--- config.mk ---
export PLATFORM = sky130hd
export DESIGN_NAME = wall_layout_gen_flat
export DESIGN_NICKNAME = d
export VERILOG_FILES = /design/src/rtl/wall_layout_gen_if.sv /design/src/rtl/wall_layout_gen.sv /design/src/flat_wrapper.sv
export SDC_FILE = /design/constraint.sdc
export NUM_CORES = 1
export LEC_CHECK = 0
export ABC_AREA = 1
export BUFFER_PORTS_ARGS = -buffer_cell sky130_fd_sc_hd__buf_2
export CAP_MARGIN = 30
export CELL_PAD_IN_SITES_DETAIL_PLACEMENT = 0
export CELL_PAD_IN_SITES_GLOBAL_PLACEMENT = 1
export CORE_MARGIN = 8
export CORE_UTILIZATION = 44
export DETAILED_ROUTE_END_ITERATION = 10
export GPL_ROUTABILITY_DRIVEN = 0
export GPL_TIMING_DRIVEN = 0
export HOLD_SLACK_MARGIN = 0.1
export PLACE_DENSITY_LB_ADDON = 0.05
export SLEW_MARGIN = 20
export SYNTH_ARGS = -nofsm -noshare
export SYNTH_HDL_FRONTEND = slang
export SYNTH_SLANG_ARGS = --single-unit
--- constraint.sdc ---
create_clock -name Clk -period 4.8 [get_ports Clk]
set_input_delay 0.96 -clock Clk [delete_from_list [all_inputs] [get_ports Clk]]
set_output_delay 0.96 -clock Clk [all_outputs]
set_load 0.005 [all_outputs]
--- src/rtl/wall_layout_gen_if.sv ---
// Wall layout bundle: level request / seed inputs and the committed wall origins.
// Latency: none, this is wiring only.
// Backpressure: none; the producer ignores new_level while busy, without queueing.
interface wall_layout_gen_if;
    logic       frame_clk;
    logic       new_level;
    logic       seed_load;
    logic [9:0] seed;
    logic [9:0] X1, Y1, X2, Y2, X3, Y3, X4, Y4;
    logic       busy;
    logic       layout_done;
    logic [3:0] fallback;

    // Layout generator side
    modport slave (
        input  frame_clk, new_level, seed_load, seed,
        output X1, Y1, X2, Y2, X3, Y3, X4, Y4, busy, layout_done, fallback
    );

    // Requester / renderer side
    modport master (
        output frame_clk, new_level, seed_load, seed,
        input  X1, Y1, X2, Y2, X3, Y3, X4, Y4, busy, layout_done, fallback
    );
endinterface

--- src/rtl/wall_layout_gen.sv ---
// Random wall layout generator: LFSR candidates checked against bounds, spawns and earlier walls.
// Latency: new_level to layout_done is 1 + 4..4*MAX_TRIES + frame wait + 1 cycles.
// Backpressure: new_level is ignored while busy; outputs only move on the commit cycle.
module wall_layout_gen #(
    parameter int X_MAX     = 639,
    parameter int Y_MAX     = 479,
    parameter int HOR_W     = 64,
    parameter int HOR_H     = 32,
    parameter int VERT_W    = 32,
    parameter int VERT_H    = 64,
    parameter int GAP       = 8,
    parameter int SPAWN1_X  = 16,
    parameter int SPAWN1_Y  = 16,
    parameter int SPAWN2_X  = 592,
    parameter int SPAWN2_Y  = 432,
    parameter int SPAWN_SZ  = 32,
    parameter int MAX_TRIES = 64
) (
    input logic              Clk,
    input logic              Reset,
    wall_layout_gen_if.slave bus
);
    // Tries counter only ever holds 0..MAX_TRIES-1
    localparam int TW = (MAX_TRIES > 1) ? $clog2(MAX_TRIES) : 1;

    typedef logic [9:0] coord_t;
    localparam coord_t DEF_X [4] = '{10'd50,  10'd400, 10'd320, 10'd600};
    localparam coord_t DEF_Y [4] = '{10'd100, 10'd200, 10'd240, 10'd400};

    typedef enum logic [1:0] {IDLE, GEN, WAIT_FRAME, COMMIT} state_t;

    state_t        state_q;
    logic [15:0]   lfsr_q;
    logic [2:0]    fsync_q;      // [0],[1] synchroniser, [2] previous synced value
    logic [1:0]    w_q;          // wall being placed, 0-based
    logic [TW-1:0] tries_q;
    coord_t        sh_x_q [4];
    coord_t        sh_y_q [4];
    logic [3:0]    sh_fb_q;
    coord_t        x_q [4];
    coord_t        y_q [4];
    logic [3:0]    fb_q;
    logic          busy_q;
    logic          done_q;

    logic [15:0]   lfsr_d;
    logic [10:0]   cx, cy, cw, ch;
    logic          in_bounds, spawn_hit, wall_hit, accept, frame_tick;

    // Inclusive rectangle proximity; 11-bit so coordinate + extent + gap never wraps
    function automatic logic rect_near(input logic [10:0] ax, ay, aw, ah,
                                       input logic [10:0] bx, by, bw, bh, gap);
        return (ax <= bx + bw + gap) && (bx <= ax + aw + gap) &&
               (ay <= by + bh + gap) && (by <= ay + ah + gap);
    endfunction

    // Walls 1 and 3 (index 0, 2) are horizontal, walls 2 and 4 vertical
    function automatic logic [10:0] ext_w(input logic [1:0] idx);
        return idx[0] ? 11'(VERT_W) : 11'(HOR_W);
    endfunction

    function automatic logic [10:0] ext_h(input logic [1:0] idx);
        return idx[0] ? 11'(VERT_H) : 11'(HOR_H);
    endfunction

    assign lfsr_d     = {lfsr_q[14:0], lfsr_q[15] ^ lfsr_q[13] ^ lfsr_q[12] ^ lfsr_q[10]};
    assign cx         = {1'b0, lfsr_q[9:0]};
    assign cy         = {2'b00, lfsr_q[15:7]};
    assign cw         = ext_w(w_q);
    assign ch         = ext_h(w_q);
    assign in_bounds  = (cx + cw <= 11'(X_MAX)) && (cy + ch <= 11'(Y_MAX));
    assign spawn_hit  = rect_near(cx, cy, cw, ch, 11'(SPAWN1_X), 11'(SPAWN1_Y),
                                  11'(SPAWN_SZ), 11'(SPAWN_SZ), 11'd0) ||
                        rect_near(cx, cy, cw, ch, 11'(SPAWN2_X), 11'(SPAWN2_Y),
                                  11'(SPAWN_SZ), 11'(SPAWN_SZ), 11'd0);
    assign accept     = in_bounds && !spawn_hit && !wall_hit;
    assign frame_tick = fsync_q[1] & ~fsync_q[2];

    // Candidate must keep GAP clearance from every wall already placed in this layout
    always_comb begin
        wall_hit = 1'b0;
        for (int j = 0; j < 3; j++) begin
            if ((2'(j) < w_q) &&
                rect_near(cx, cy, cw, ch, {1'b0, sh_x_q[j]}, {1'b0, sh_y_q[j]},
                          ext_w(2'(j)), ext_h(2'(j)), 11'(GAP)))
                wall_hit = 1'b1;
        end
    end

    // Control FSM, LFSR, frame-edge detector, shadow layout and committed outputs
    always_ff @(posedge Clk) begin
        if (Reset) begin
            state_q <= IDLE;
            lfsr_q  <= 16'hACE1;
            fsync_q <= '0;
            w_q     <= '0;
            tries_q <= '0;
            sh_x_q  <= DEF_X;
            sh_y_q  <= DEF_Y;
            sh_fb_q <= '0;
            x_q     <= DEF_X;
            y_q     <= DEF_Y;
            fb_q    <= '0;
            busy_q  <= 1'b0;
            done_q  <= 1'b0;
        end else begin
            fsync_q <= {fsync_q[1:0], bus.frame_clk};
            done_q  <= 1'b0;
            case (state_q)
                IDLE: begin
                    // Seed takes priority; a concurrent new_level starts GEN next cycle
                    if (bus.seed_load) begin
                        lfsr_q <= {6'h2B, bus.seed};
                    end else if (bus.new_level) begin
                        state_q <= GEN;
                        w_q     <= '0;
                        tries_q <= '0;
                        sh_fb_q <= '0;
                        busy_q  <= 1'b1;
                        for (int k = 0; k < 4; k++) begin
                            sh_x_q[k] <= '0;
                            sh_y_q[k] <= '0;
                        end
                    end
                end
                GEN: begin
                    lfsr_q <= lfsr_d;
                    if (accept || tries_q == TW'(MAX_TRIES - 1)) begin
                        if (accept) begin
                            sh_x_q[w_q] <= cx[9:0];
                            sh_y_q[w_q] <= cy[9:0];
                        end else begin
                            sh_x_q[w_q]  <= DEF_X[w_q];
                            sh_y_q[w_q]  <= DEF_Y[w_q];
                            sh_fb_q[w_q] <= 1'b1;
                        end
                        tries_q <= '0;
                        w_q     <= w_q + 2'd1;
                        if (w_q == 2'd3)
                            state_q <= WAIT_FRAME;
                    end else begin
                        tries_q <= tries_q + TW'(1);
                    end
                end
                WAIT_FRAME: begin
                    // Whole layout moves at once so the renderer never sees a mix
                    if (frame_tick) begin
                        state_q <= COMMIT;
                        x_q     <= sh_x_q;
                        y_q     <= sh_y_q;
                        fb_q    <= sh_fb_q;
                        done_q  <= 1'b1;
                    end
                end
                COMMIT: begin
                    state_q <= IDLE;
                    busy_q  <= 1'b0;
                end
                default: state_q <= IDLE;
            endcase
        end
    end

    assign bus.X1          = x_q[0];
    assign bus.Y1          = y_q[0];
    assign bus.X2          = x_q[1];
    assign bus.Y2          = y_q[1];
    assign bus.X3          = x_q[2];
    assign bus.Y3          = y_q[2];
    assign bus.X4          = x_q[3];
    assign bus.Y4          = y_q[3];
    assign bus.busy        = busy_q;
    assign bus.layout_done = done_q;
    assign bus.fallback    = fb_q;
endmodule

--- src/flat_wrapper.sv ---
// flat-port wrapper written by rule: the top's interface ports become plain ports
module wall_layout_gen_flat 
#(
    parameter int X_MAX     = 639,
    parameter int Y_MAX     = 479,
    parameter int HOR_W     = 64,
    parameter int HOR_H     = 32,
    parameter int VERT_W    = 32,
    parameter int VERT_H    = 64,
    parameter int GAP       = 8,
    parameter int SPAWN1_X  = 16,
    parameter int SPAWN1_Y  = 16,
    parameter int SPAWN2_X  = 592,
    parameter int SPAWN2_Y  = 432,
    parameter int SPAWN_SZ  = 32,
    parameter int MAX_TRIES = 64
)
  (Clk, Reset, bus_frame_clk, bus_new_level, bus_seed_load, bus_seed, bus_X1, bus_Y1, bus_X2, bus_Y2, bus_X3, bus_Y3, bus_X4, bus_Y4, bus_busy, bus_layout_done, bus_fallback);
  wall_layout_gen_if bus_i ();
  input logic Clk;
  input logic Reset;
  input wire logic [$bits(bus_i.frame_clk)-1:0] bus_frame_clk;
  input wire logic [$bits(bus_i.new_level)-1:0] bus_new_level;
  input wire logic [$bits(bus_i.seed_load)-1:0] bus_seed_load;
  input wire logic [$bits(bus_i.seed)-1:0] bus_seed;
  output wire logic [$bits(bus_i.X1)-1:0] bus_X1;
  output wire logic [$bits(bus_i.Y1)-1:0] bus_Y1;
  output wire logic [$bits(bus_i.X2)-1:0] bus_X2;
  output wire logic [$bits(bus_i.Y2)-1:0] bus_Y2;
  output wire logic [$bits(bus_i.X3)-1:0] bus_X3;
  output wire logic [$bits(bus_i.Y3)-1:0] bus_Y3;
  output wire logic [$bits(bus_i.X4)-1:0] bus_X4;
  output wire logic [$bits(bus_i.Y4)-1:0] bus_Y4;
  output wire logic [$bits(bus_i.busy)-1:0] bus_busy;
  output wire logic [$bits(bus_i.layout_done)-1:0] bus_layout_done;
  output wire logic [$bits(bus_i.fallback)-1:0] bus_fallback;
  assign bus_i.frame_clk = bus_frame_clk;
  assign bus_i.new_level = bus_new_level;
  assign bus_i.seed_load = bus_seed_load;
  assign bus_i.seed = bus_seed;
  assign bus_X1 = bus_i.X1;
  assign bus_Y1 = bus_i.Y1;
  assign bus_X2 = bus_i.X2;
  assign bus_Y2 = bus_i.Y2;
  assign bus_X3 = bus_i.X3;
  assign bus_Y3 = bus_i.Y3;
  assign bus_X4 = bus_i.X4;
  assign bus_Y4 = bus_i.Y4;
  assign bus_busy = bus_i.busy;
  assign bus_layout_done = bus_i.layout_done;
  assign bus_fallback = bus_i.fallback;
  wall_layout_gen #(.X_MAX(X_MAX), .Y_MAX(Y_MAX), .HOR_W(HOR_W), .HOR_H(HOR_H), .VERT_W(VERT_W), .VERT_H(VERT_H), .GAP(GAP), .SPAWN1_X(SPAWN1_X), .SPAWN1_Y(SPAWN1_Y), .SPAWN2_X(SPAWN2_X), .SPAWN2_Y(SPAWN2_Y), .SPAWN_SZ(SPAWN_SZ), .MAX_TRIES(MAX_TRIES)) u_core (.Clk(Clk), .Reset(Reset), .bus(bus_i));
endmodule
==> results by group <==
Outcome
  • Status: complete, no violations

Global route
  • GR Overflow Total: 0
  • Largest net degree at the start of global routing: 20
  • GRT Total Usage: a little over a quarter
  • Initial antenna violation count: 0
  • Vias in the first global route: ~11000
  • First-pass GRT wire length: between 60000 and 70000 um

CTS
  • Clk_lat worst skew: 0.46 ns
  • Max clock buf depth: 2
  • CTS clk-pin slew, worst paths: 0.09 ns
  • Root Driver: clkbuf_16
  • Hold Buf Count CTS: 0
  • CTS tree: yes
  • TritonCTS Buffers: 17
  • Max H-tree Level: 4
  • Clock sinks: about 190

Die
  • Die area: ~33000 um2
  • # IOs: just over 100
  • Initial Util: 44.8%
  • Row cnt: 60
  • Core Region: approximately 27000 um2
  • Die height: between 150 and 200 um
  • Die Wd: 181 um

Synthesis
  • Yosys warns: 0
  • Area leader, netlist: dfxtp_1
  • Average size of a mapped cell: about 7 um2
  • Syn Std Cell Area: approximately 12000 um2
  • Asr flop ratio synth: 0%
  • Top_reg_cell synth: dfxtp_1
  • EDFF count, synth: 0
  • Ranking of synthesized cells by area: dfxtp_1 (32%), nand2_1 (14%), ha_1 (14%), a21oi_1 (6.3%), inv_1 (5.5%)
  • Top-area cell type share of the netlist area: about a third
  • Gate Count Post-Synth: 1749
  • Netlist cell types: 45
  • Sequential share of the synthesized area: a little under a third
  • Synthesis-stage register bit count: about 190

Final layout
  • Layout area overhead: 13.0%
  • Final net count: 2016
  • ANT cells: 0
  • Commonest non-fill, non-tap cells in the layout: nand2_1 (454), dfxtp_1 (188), inv_1 (175)
  • Layout cells sized above 1: between 10 and 15%
  • Leading cell type in the layout, fill and taps excluded: nand2_1

Critical path
  • CP max FO: 10
  • Critical path capture point type: flip-flop
  • CP Data Arrival Time: just under 5 ns
  • CP required: between 5 and 6 ns
  • Startpoint Class: flip-flop
  • Critical path type: reg -> reg

Routing
  • DR WL/cell: around 20 um
  • Total routed wirelength: roughly 45000 um
  • Antenna-violating nets left: 0
  • Vias per inst: between 5 and 6
  • Iteration-0 DRC Markers: roughly 1100
  • # DRC: 0
  • Drt pass-1 iters: 5
  • Via count: around 12000

Placed design
  • Post-DP HPWL: 35200 um
  • Port Buffers: 96

Job
  • Max cap viols: 0

Timing
  • Fin. Hold Viols: 0
  • Slew Limit Headroom: 32.6%
  • Min Tclk post-route: ~4.5 ns
  • RSZ-0062 raised after global routing: no
  • Fmax: 220 MHz
  • Final Slew Violations: 0
  • WHS: 0.410 ns
  • Final setup TNS: 0 ns
  • Worst Skew: between 0.02 and 0.03 ns
  • Final Cycle Share: a little over nine tenths
  • Final Setup Violations: 0
  • Worst Tran Pin Value: between 1 and 1.5 ns

Pwr
  • Power per cell area: a little under 700 nW/um2
  • Lkg Pwr: roughly 6.8 nW
  • Max rail drop VDD: between 0.3 and 0.4 mV

Hold path
  • Class of the worst hold path: reg -> reg
path summary, 6_finish.rpt:
kind | start | to | slack, ns | cells after the start
max | u_core.w_q[0] | u_core.sh_x_q[38] | 0.26 | 23
min | u_core.fsync_q[0] | u_core.fsync_q[1] | 0.41 | 2
min reg2reg | u_core.fsync_q[0] | u_core.fsync_q[1] | 0.41 | 2
max reg2reg | u_core.w_q[0] | u_core.sh_x_q[38] | 0.26 | 23
metal layers:
layer	part of all wire [%]	wire, um	GRT usage, %
met1	46	20500	36.8
met2	43	19300	41.7
met3	8.0	3570	4.21
met4	3.3	1460	9.68
met5	0	0	0
metrics by stage:
stage                     util [%]  area (um2)  total power, mW  worst slack (ns)  std cells
after floorplan                  -       12000             6.04             0.995       1752
after global placement        48.2       13000             7.67            -0.498       2189
after detailed placement      48.2       13000             7.75            -0.513       2189
after CTS                     50.5       13600             9.27            0.0653       2222
after global routing          50.6       13600             10.2           0.00872       2222
final                         50.6       13600             9.39             0.258       2222
worst max-delay path: stages, from the launching register on:
cell and delay, ns:
dfxtp_4 0.48, clkinvlp_4 0.14, ha_1 0.24, fa_1 0.46, xnor2_2 0.34, nor3_2 0.09, xnor2_2 0.28, ha_1 0.32
nand2_1 0.10, nor3_1 0.06, nand2_1 0.05, nand2_1 0.04, nor2_1 0.09, nor2_1 0.05, nor2_1 0.21, nand3_1 0.15
nand2_2 0.26, inv_2 0.08, nand2_4 0.12, buf_4 0.20, buf_6 0.18, nand2_1 0.07, a21oi_1 0.24, nor2_1 0.14
final cells by class:
| class | count | area, um2 |
|---|---|---|
| fill | 2814 | 13300 |
| multi-input combinational | 1299 | 7180 |
| sequential | 191 | 3830 |
| inverter | 187 | 706 |
| timing repair buffer | 97 | 488 |
| clock buffer | 18 | 429 |
| tap | 341 | 427 |
| buffer | 75 | 374 |
| clock inverter | 14 | 171 |
state kept, by name (all words and copies together) (netlist names), 10 cells and up:
name / count
u_core.sh_y_q: 36
u_core.bus.X1: 10
u_core.bus.X3: 10
u_core.sh_x_q: 40
u_core.bus.X2: 10
u_core.bus.X4: 10
u_core.lfsr_q: 16
what timing repair did:
item / CTS / global route
buffers inserted: 1 / 0
resized for setup: 4 / 6
endpoints found under the setup margin: 89 / 51
report_power, final:
part           leakage [nW]  switching [mW]  internal (mW)  total, mW
Clock                 0.285           0.748          0.747       1.50
Combinational          4.95            3.65           1.83       5.47
Sequential             1.56           0.509           1.91       2.42
Total                  6.79            4.90           4.49       9.39
Yosys cell counts (4+ instances only):
cell and instances:
inv_2 7, nand3_1 116, nor2_2 4, o21ai_1 4, nand4_1 16, a21oi_2 6
nor2_1 165, buf_2 13, a21oi_1 152, clkbuf_1 37, or2_2 4, nand2_1 454
a21o_1 11, nand2_2 8, o21ai_0 117, buf_4 12, ha_1 131, buf_6 4
o211ai_1 13, dfxtp_1 191, nor3_1 21, xor2_1 21, o22ai_1 6, clkinv_1 4
inv_1 176, xnor2_1 17, buf_1 8
logic make-up after synthesis:
group	share of synthesized area (%)
AO/OA/AOI/OAI	14.0
XOR/XNOR	2.76
adder cells (fa/ha/maj)	13.9
buffers and inverters	8.94
flip-flops	31.8
other	0.0312
AND/OR/NAND/NOR	28.5
No activity file was read; power rests on OpenSTA's default activity.
